<file path="config.mk">
export PLATFORM = sky130hd
export DESIGN_NAME = pixel_word_packer
export DESIGN_NICKNAME = d
export VERILOG_FILES = /design/src/rtl/pixel_word_packer.sv
export SDC_FILE = /design/constraint.sdc
export NUM_CORES = 1
export LEC_CHECK = 0
export ABC_AREA = 1
export CORE_ASPECT_RATIO = 0.7
export CORE_MARGIN = 8
export CORE_UTILIZATION = 34
export CTS_BUF_LIST = sky130_fd_sc_hd__clkbuf_16
export CTS_CLUSTER_SIZE = 25
export DETAILED_ROUTE_END_ITERATION = 12
export SYNTH_ARGS = -nofsm -noshare
export SYNTH_HDL_FRONTEND = slang
export SYNTH_SLANG_ARGS = --single-unit
</file>
<file path="constraint.sdc">
create_clock -name clock -period 3.15 [get_ports clock]
set_input_delay 0.315 -clock clock [delete_from_list [all_inputs] [get_ports clock]]
set_output_delay 0.315 -clock clock [all_outputs]
set_load 0.05 [all_outputs]
</file>
<file path="src/rtl/pixel_word_packer.sv">
// pixel_word_packer
//
// Packs an 8-bit pixel stream into 32-bit words. The first byte of each word lands in
// out_data[7:0]. A frame ends with in_last. A partial final word is filled with PAD in its
// unused upper lanes and completes early.
//
// Optional feature, enabled by defining PIXEL_PACKER_TRAILER_EN:
//   After the final data word of a frame, a trailer word {8'hA5, byte_count} is emitted.
//   Only the trailer word carries out_last=1. byte_count is 24 bits and saturates.
//   With the macro undefined, out_last is set on the final data word instead.
//
// Parameters:
//   PAD              fill byte for the unused lanes of a partial final word
// Ports:
//   clock            system clock, rising edge
//   reset            synchronous, active-high
//   in_data          pixel byte
//   in_valid         in_data / in_last valid this cycle
//   in_last          this byte ends the frame
//   upstream_stall   packer cannot accept a byte this cycle (combinational)
//   out_data         packed word, held stable while stalled
//   out_valid        out_data holds a word
//   out_last         this word ends the frame
//   downstream_stall consumer cannot take a word this cycle

module pixel_word_packer #(
    parameter logic [7:0] PAD = 8'h00
) (
    input  logic        clock,
    input  logic        reset,
    input  logic [7:0]  in_data,
    input  logic        in_valid,
    input  logic        in_last,
    output logic        upstream_stall,
    output logic [31:0] out_data,
    output logic        out_valid,
    output logic        out_last,
    input  logic        downstream_stall
);

`ifdef PIXEL_PACKER_TRAILER_EN
    typedef enum logic [0:0] {StAccum, StTrailer} state_e;
`else
    typedef enum logic [0:0] {StAccum} state_e;
`endif

    state_e      state_q;
    logic [23:0] acc_q;
    logic [1:0]  cnt_q;
`ifdef PIXEL_PACKER_TRAILER_EN
    logic [23:0] count_q;
`endif

    logic        can_load;
    logic        completes;
    logic        accept;
    logic [31:0] packed_word;

    // The output register is free when empty or when its word leaves this cycle.
    assign can_load  = !out_valid || !downstream_stall;
    assign completes = (cnt_q == 2'd3) || in_last;

    // Only a word-completing byte needs the output register, so non-completing bytes
    // keep flowing into the accumulator while the output is stalled.
    assign upstream_stall = (out_valid && downstream_stall && completes) ||
                            (state_q != StAccum);
    assign accept = in_valid && !upstream_stall;

    // Merge the incoming byte at lane cnt_q and pad every lane above it.
    always_comb begin
        packed_word = {PAD, PAD, PAD, PAD};
        unique case (cnt_q)
            2'd0: packed_word = {PAD, PAD, PAD, in_data};
            2'd1: packed_word = {PAD, PAD, in_data, acc_q[7:0]};
            2'd2: packed_word = {PAD, in_data, acc_q[15:0]};
            2'd3: packed_word = {in_data, acc_q};
        endcase
    end

    always_ff @(posedge clock) begin
        if (reset) begin
            state_q   <= StAccum;
            acc_q     <= 24'h0;
            cnt_q     <= 2'd0;
            out_data  <= 32'h0;
            out_valid <= 1'b0;
            out_last  <= 1'b0;
`ifdef PIXEL_PACKER_TRAILER_EN
            count_q   <= 24'h0;
`endif
        end else begin
            // A transfer empties the register unless a load below overrides it.
            if (out_valid && !downstream_stall) begin
                out_valid <= 1'b0;
            end

            case (state_q)
                StAccum: begin
                    if (accept) begin
`ifdef PIXEL_PACKER_TRAILER_EN
                        if (count_q != 24'hFFFFFF) begin
                            count_q <= count_q + 24'd1;
                        end
`endif
                        if (completes) begin
                            // The stall term above guarantees can_load here.
                            out_data  <= packed_word;
                            out_valid <= 1'b1;
                            cnt_q     <= 2'd0;
`ifdef PIXEL_PACKER_TRAILER_EN
                            out_last  <= 1'b0;
                            if (in_last) begin
                                state_q <= StTrailer;
                            end
`else
                            out_last  <= in_last;
`endif
                        end else begin
                            unique case (cnt_q)
                                2'd0:    acc_q[7:0]   <= in_data;
                                2'd1:    acc_q[15:8]  <= in_data;
                                2'd2:    acc_q[23:16] <= in_data;
                                default: acc_q        <= acc_q;
                            endcase
                            cnt_q <= cnt_q + 2'd1;
                        end
                    end
                end
`ifdef PIXEL_PACKER_TRAILER_EN
                StTrailer: begin
                    if (can_load) begin
                        out_data  <= {8'hA5, count_q};
                        out_valid <= 1'b1;
                        out_last  <= 1'b1;
                        count_q   <= 24'h0;
                        state_q   <= StAccum;
                    end
                end
`endif
                default: state_q <= StAccum;
            endcase
        end
    end

endmodule
</file>
==> results of run 1 <==
[cells in the final DEF, fill, tap and decap left out, drive strengths merged]
cell,count
inv,101
clkbuf,9
clkdlybuf4s50,47
dfxtp,60
nor2,80
buf,4
ha,6
nand3,11
nand2,211
clkinv,5
a21oi,27
nand4,6
o21ai,1
[cell type report]
cell class                 count  area [sq um]  share of cell area [%]
clock buffer                   9           225                    5.68
clock inverter                 6          25.0                   0.631
inverter                     100           380                    9.59
multi-input combinational    342          1480                    37.3
sequential                    60          1200                    30.3
tap                          124           155                    3.91
timing repair buffer          51           500                    12.6
[worst paths after layout]
path                 from        endpoint  slack, ns  depth (start not counted)
max reg2reg      cnt_q[1]    out_data[14]       1.31                          6
min          out_data[29]    out_data[29]       0.46                          2
min reg2reg  out_data[29]    out_data[29]       0.46                          2
max              cnt_q[1]  upstream_stall       0.72                          6
[kinds of logic (layout without fill, tap and decap cells)]
family | count (synthesis) | count (layout) | synth area share, %
flip-flops | 60 | 60 | 37.6
AO/OA/AOI/OAI | 28 | 28 | 4.39
buffers and inverters | 122 | 166 | 16.1
AND/OR/NAND/NOR | 308 | 308 | 39.5
adder cells (fa/ha/maj) | 6 | 6 | 2.35
[through the flow]
stage | total power [mW] | cell area (sq um) | instances | hold WS, ns
final | 2.00 | 3970 | 692 | 0.462
after floorplan | 1.08 | 3190 | 524 | 0.454
after CTS | 2.03 | 3970 | 692 | 0.465
after global placement | 1.17 | 3710 | 677 | 0.463
after global routing | 2.10 | 3970 | 692 | 0.479
after detailed placement | 1.18 | 3710 | 677 | 0.457
[where the power goes]
part / switching, mW / internal [mW]
Combinational: 0.234 / 0.110
Sequential: 0.0172 / 0.797
Clock: 0.326 / 0.511
Total: 0.577 / 1.42
[worst min-delay path: stages, from the launching register on]
cell	delay [ns]
dfxtp_1	0.30
nand2_1	0.06
a21oi_1	0.05
[routing by layer]
metal,up-vias,routed length (um)
li1,1598,-
met5,-,0
met2,65,3340
met4,0,94
met1,1294,3870
met3,12,465
[state kept, by name (all words and copies together) (netlist names)]
register   count
acc_q         24
out_data      32
out_last       1
cnt_q          2
out_valid      1
==> flow_metrics.env, run 1 <==
export IMPL_synthArstFlopShare_pct=0
export IMPL_grt_max_degree=61
export IMPL_grt_antenna_before_repair=0
export IMPL_critPathLaunchType="flop"
export IMPL_crit_family="buffers and inverters"
export IMPL_numCtsBuffers=9
export IMPL_maxSlewViolCount=0
export IMPL_synth_top_area_cell="dfxtp_1"
export IMPL_cts_resized=0
export IMPL_status="complete, no violations"
export IMPL_yosysMostFrequentCell="nand2_1"
export IMPL_syn_inst=524
export IMPL_synth_cell_area_sq_mm=0.00319
export IMPL_overflow=0
export IMPL_irDropWorstVdd_uv=216
export IMPL_syn_avg_cell_area_sq_um=6.09
export IMPL_ys_types=19
export IMPL_die_x_um=132
export IMPL_io_buffer_count=47
export IMPL_leakagePower_nw=1.96
export IMPL_grt_pass1_vias=2818
export IMPL_diodes=0
export IMPL_ys_seq_area_share_pct=37.6
export IMPL_crit_type="flop to output port"
export IMPL_fmax_ghz=0.411
export IMPL_grt_util_all_layers_pct=12.8
export IMPL_netlist_top_cells_area="dfxtp_1 (38%), nand2_1 (24%), inv_1 (11%), nor2_1 (9.1%), a21oi_1 (4.2%)"
export IMPL_hpwl_um=5430
export IMPL_grt_pass1_wl_um=13300
export IMPL_rsz0062_at_grt="false"
export IMPL_path_buf_inv=3
export IMPL_min_path_type="flop to flop"
export IMPL_busiest_layer="met2"
export IMPL_grt_use_met3_pct=5.48
export IMPL_place_ws_ns=0.831
export IMPL_ys_top_cells_by_count="nand2_1 (207), inv_1 (97), nor2_1 (77)"
export IMPL_pin_count=48
export IMPL_cts_tree="done"
export IMPL_fp_dieH_um=97.1
export IMPL_synth_fp_nets=543
export IMPL_layout_setup_ws_ns=0.716
export IMPL_ant_nets=0
export IMPL_p_per_area_mw_per_mm2=503
export IMPL_rows=29
export IMPL_cts_root_buf="clkbuf_16"
export IMPL_grt_use_met1_pct=15.8
export IMPL_drive_gt1_share_pct=4.58
export IMPL_drtPass1Iterations=4
export IMPL_critPathMaxStageDelay_ns=0.80
export IMPL_fin_util_pct=43.5
export IMPL_hold_viol=0
export IMPL_start_util_pct=35.1
export IMPL_die_area_sq_mm=0.0128
export IMPL_nets=583
export IMPL_clkSinkCount=60
export IMPL_crit_slowest_cell="clkdlybuf4s50_1"
export IMPL_finalCritPeriodShare_pct=77.3
export IMPL_maxSlewHeadroom_pct=55.3
export IMPL_cp_arrival_ns=2.12
export IMPL_wl_per_cell_um=11.2
export IMPL_cts_hold_buf=0
export IMPL_vias=2969
export IMPL_clockBufferDepth=2
export IMPL_drc=0
export IMPL_clock_latency_ns=0.33
export IMPL_coreArea_sq_mm=0.00911
export IMPL_setup_violations=0
export IMPL_ys_seq_elements=60
export IMPL_wl_um=7770
export IMPL_yosys_area_top_type_share_pct=37.6
export IMPL_avgViaCountPerCell=4.29
export IMPL_drt_iter0_drc=202
export IMPL_cp_max_fo=8
export IMPL_path_cells="ha_1, inv_4, nand2_4, nand2_1, inv_1, clkdlybuf4s50_1"
export IMPL_yosys_warnings=0
export IMPL_setup_tns_ns=0
export IMPL_max_cap_violations=0
export IMPL_cp_required_ns=2.83
export IMPL_nFillCells=988
export IMPL_htreeDepth=3
export IMPL_tightest_slew_ns=0.670
export IMPL_end_kind="output port"
export IMPL_place_congestion=0.785
export IMPL_dominantRegCellSynth="dfxtp_1"
export IMPL_cts_clk_slew_worst_paths_ns=0.05
export IMPL_area_growth_synth_to_final_pct=24.2
export IMPL_synth_edf_count=0
export IMPL_clock_skew_ns=0.00450
export IMPL_met2_usage_pct=19.7
export IMPL_postCtsSetupRepairBufs=0
export IMPL_min_period_ns=2.43
(Power assumes the default switching activity.)
==> run 2: changes to the inputs <==
clock period = 2.2 ns   (was 3.15 ns; I/O delays follow)
==> run 2 against run 1 <==
Compared with the run above: critical path depth decreased by 5; clock power increased by 42%; register-to-register slack got worse by 0.75 ns; worst setup slack got worse by 0.22 ns; clock-buffer cell count unchanged; first-iteration DRC count decreased by 31%; non-clock buffer count increased by 3; combinational power increased by 47%; via count increased by 0.64%; die area unchanged.
==> flow_metrics.env, run 2 (synthesized netlist as in run 1, its figures left out) <==
export IMPL_drc=0
export IMPL_coreArea_sq_mm=0.00911
export IMPL_dp_cells=680
export IMPL_dr_max_layer_used="met4"
export IMPL_combPwrFrac_pct=17.6
export IMPL_min_period_ns=1.71
export IMPL_grt_pass1_wl_um=13700
export IMPL_critPathLaunchType="flop"
export IMPL_fin_cells=695
export IMPL_fp_dieH_um=97.1
export IMPL_die_area_sq_mm=0.0128
export IMPL_avgViaCountPerCell=4.30
export IMPL_reg_top3="out_data x32, acc_q x24, cnt_q x2"
export IMPL_overflow=0
export IMPL_p_per_area_mw_per_mm2=711
export IMPL_numCtsBuffers=9
export IMPL_end_kind="output port"
export IMPL_design_area_sq_mm=0.00402
export IMPL_clockBufferDepth=2
export IMPL_maxSlewHeadroom_pct=65.5
export IMPL_fin_util_pct=44.2
export IMPL_switchingPower_mw=0.820
export IMPL_finalCritPeriodShare_pct=77.6
export IMPL_setup_tns_ns=0
export IMPL_status="complete, no violations"
export IMPL_clkSinkCount=60
export IMPL_met1Wirelength_um=3820
export IMPL_wl_um=7830
export IMPL_wl_per_cell_um=11.3
export IMPL_max_cap_violations=0
export IMPL_cts_clk_slew_worst_paths_ns=0.05
export IMPL_irDropWorstVdd_uv=327
export IMPL_grt_pass1_vias=2867
export IMPL_pin_count=48
export IMPL_met2_length_um=3340
export IMPL_cts_tree="done"
export IMPL_grt_antenna_before_repair=0
export IMPL_drt_iter0_drc=139
export IMPL_cts_resized=0
export IMPL_hold_viol=0
export IMPL_crit_type="flop to output port"
export IMPL_htreeDepth=3
export IMPL_cp_arrival_ns=1.49
export IMPL_drive_gt1_share_pct=5.25
export IMPL_layout_commonest_cell="nand2_1"
export IMPL_min_path_type="flop to flop"
export IMPL_p_seq_share_pct=40.8
export IMPL_cp_required_ns=1.98
export IMPL_fmax_ghz=0.586
export IMPL_die_x_um=132
export IMPL_leakagePower_nw=1.99
export IMPL_cp_max_fo=2
export IMPL_area_growth_synth_to_final_pct=26.0
export IMPL_hpwl_um=5650
export IMPL_path_buf_inv=1
export IMPL_nets=586
export IMPL_start_util_pct=35.1
export IMPL_tightest_slew_ns=0.516
export IMPL_clock_skew_ns=0.00538
export IMPL_postCtsSetupRepairBufs=0
export IMPL_maxSlewViolCount=0
export IMPL_rows=29
export IMPL_crit_slowest_cell="clkdlybuf4s50_1"
export IMPL_rsz0062_at_grt="false"
export IMPL_clock_latency_ns=0.33
export IMPL_setup_violations=0
export IMPL_dpl_cell_area_sq_mm=0.00377
export IMPL_diodes=0
export IMPL_io_buffer_count=47
export IMPL_drtPass1Iterations=4
export IMPL_largest_register_ffs=32
export IMPL_crit_family="buffers and inverters"
export IMPL_cts_root_buf="clkbuf_16"
export IMPL_rrSetupSlack_ns=0.56
export IMPL_place_congestion=0.818
export IMPL_p_int_mw=2.04
export IMPL_path_cells="clkdlybuf4s50_1"
export IMPL_critPathMaxStageDelay_ns=0.82
export IMPL_swShare_pct=28.7
export IMPL_vias=2988
export IMPL_cts_hold_buf=0
export IMPL_grt_util_all_layers_pct=13.1
export IMPL_final_cell_mix="nand2_1 (207), inv_1 (99), nor2_1 (77)"
export IMPL_wl_met3_um=597
export IMPL_largest_register="out_data"
export IMPL_p_clk_share_pct=41.6
export IMPL_grt_max_degree=52
export IMPL_ant_nets=0
export IMPL_nFillCells=958
## run 2: cell types whose count changed in the layout (fill, tap and decap cells not counted), sizes merged
cell	change
buf	+4
clkdlybuf4s50	-1
## run 2: path summary, 6_finish.rpt
check,from,end,cells after the start
hold reg to reg,out_data[28],out_data[28],2
setup / recovery,out_last,out_last,1
hold / removal,out_data[28],out_data[28],2
setup reg to reg,cnt_q[1],out_data[4],8
## run 2: final cells by class
cell class / count / area [sq um] / share of cell area (%)
clock buffers: 9 / 225 / 5.60
clock inverters: 6 / 25.0 / 0.622
inverters: 100 / 380 / 9.46
multi-input cells: 342 / 1480 / 36.7
flip-flops and latches: 60 / 1200 / 29.9
well taps: 124 / 155 / 3.86
repair buffers: 54 / 558 / 13.9
## run 2: routing by layer
metal,up-vias,GRT usage (%)
li1,1603,-
met1,1303,16.5
met2,76,20.2
met3,6,5.53
met4,0,3.17
met5,-,0
## run 2: stage by stage
stage / total power, mW / hold WS (ns) / setup slack, ns
2_1_floorplan: 1.54 / 0.359 / 0.578
3_3_place_gp: 1.69 / 0.466 / 0.434
3_5_place_dp: 1.70 / 0.462 / 0.386
4_1_cts: 2.90 / 0.476 / 0.474
5_1_grt: 3.02 / 0.495 / 0.384
6_report: 2.86 / 0.469 / 0.492
## run 2: power by group through the flow
stage / Combinational, mW / Clock [mW] / Sequential, mW
2_1_floorplan: 0.238 / 0 / 1.30
3_3_place_gp: 0.504 / 0 / 1.19
3_5_place_dp: 0.507 / 0 / 1.19
4_1_cts: 0.510 / 1.23 / 1.17
5_1_grt: 0.559 / 1.28 / 1.17
6_report: 0.504 / 1.19 / 1.17
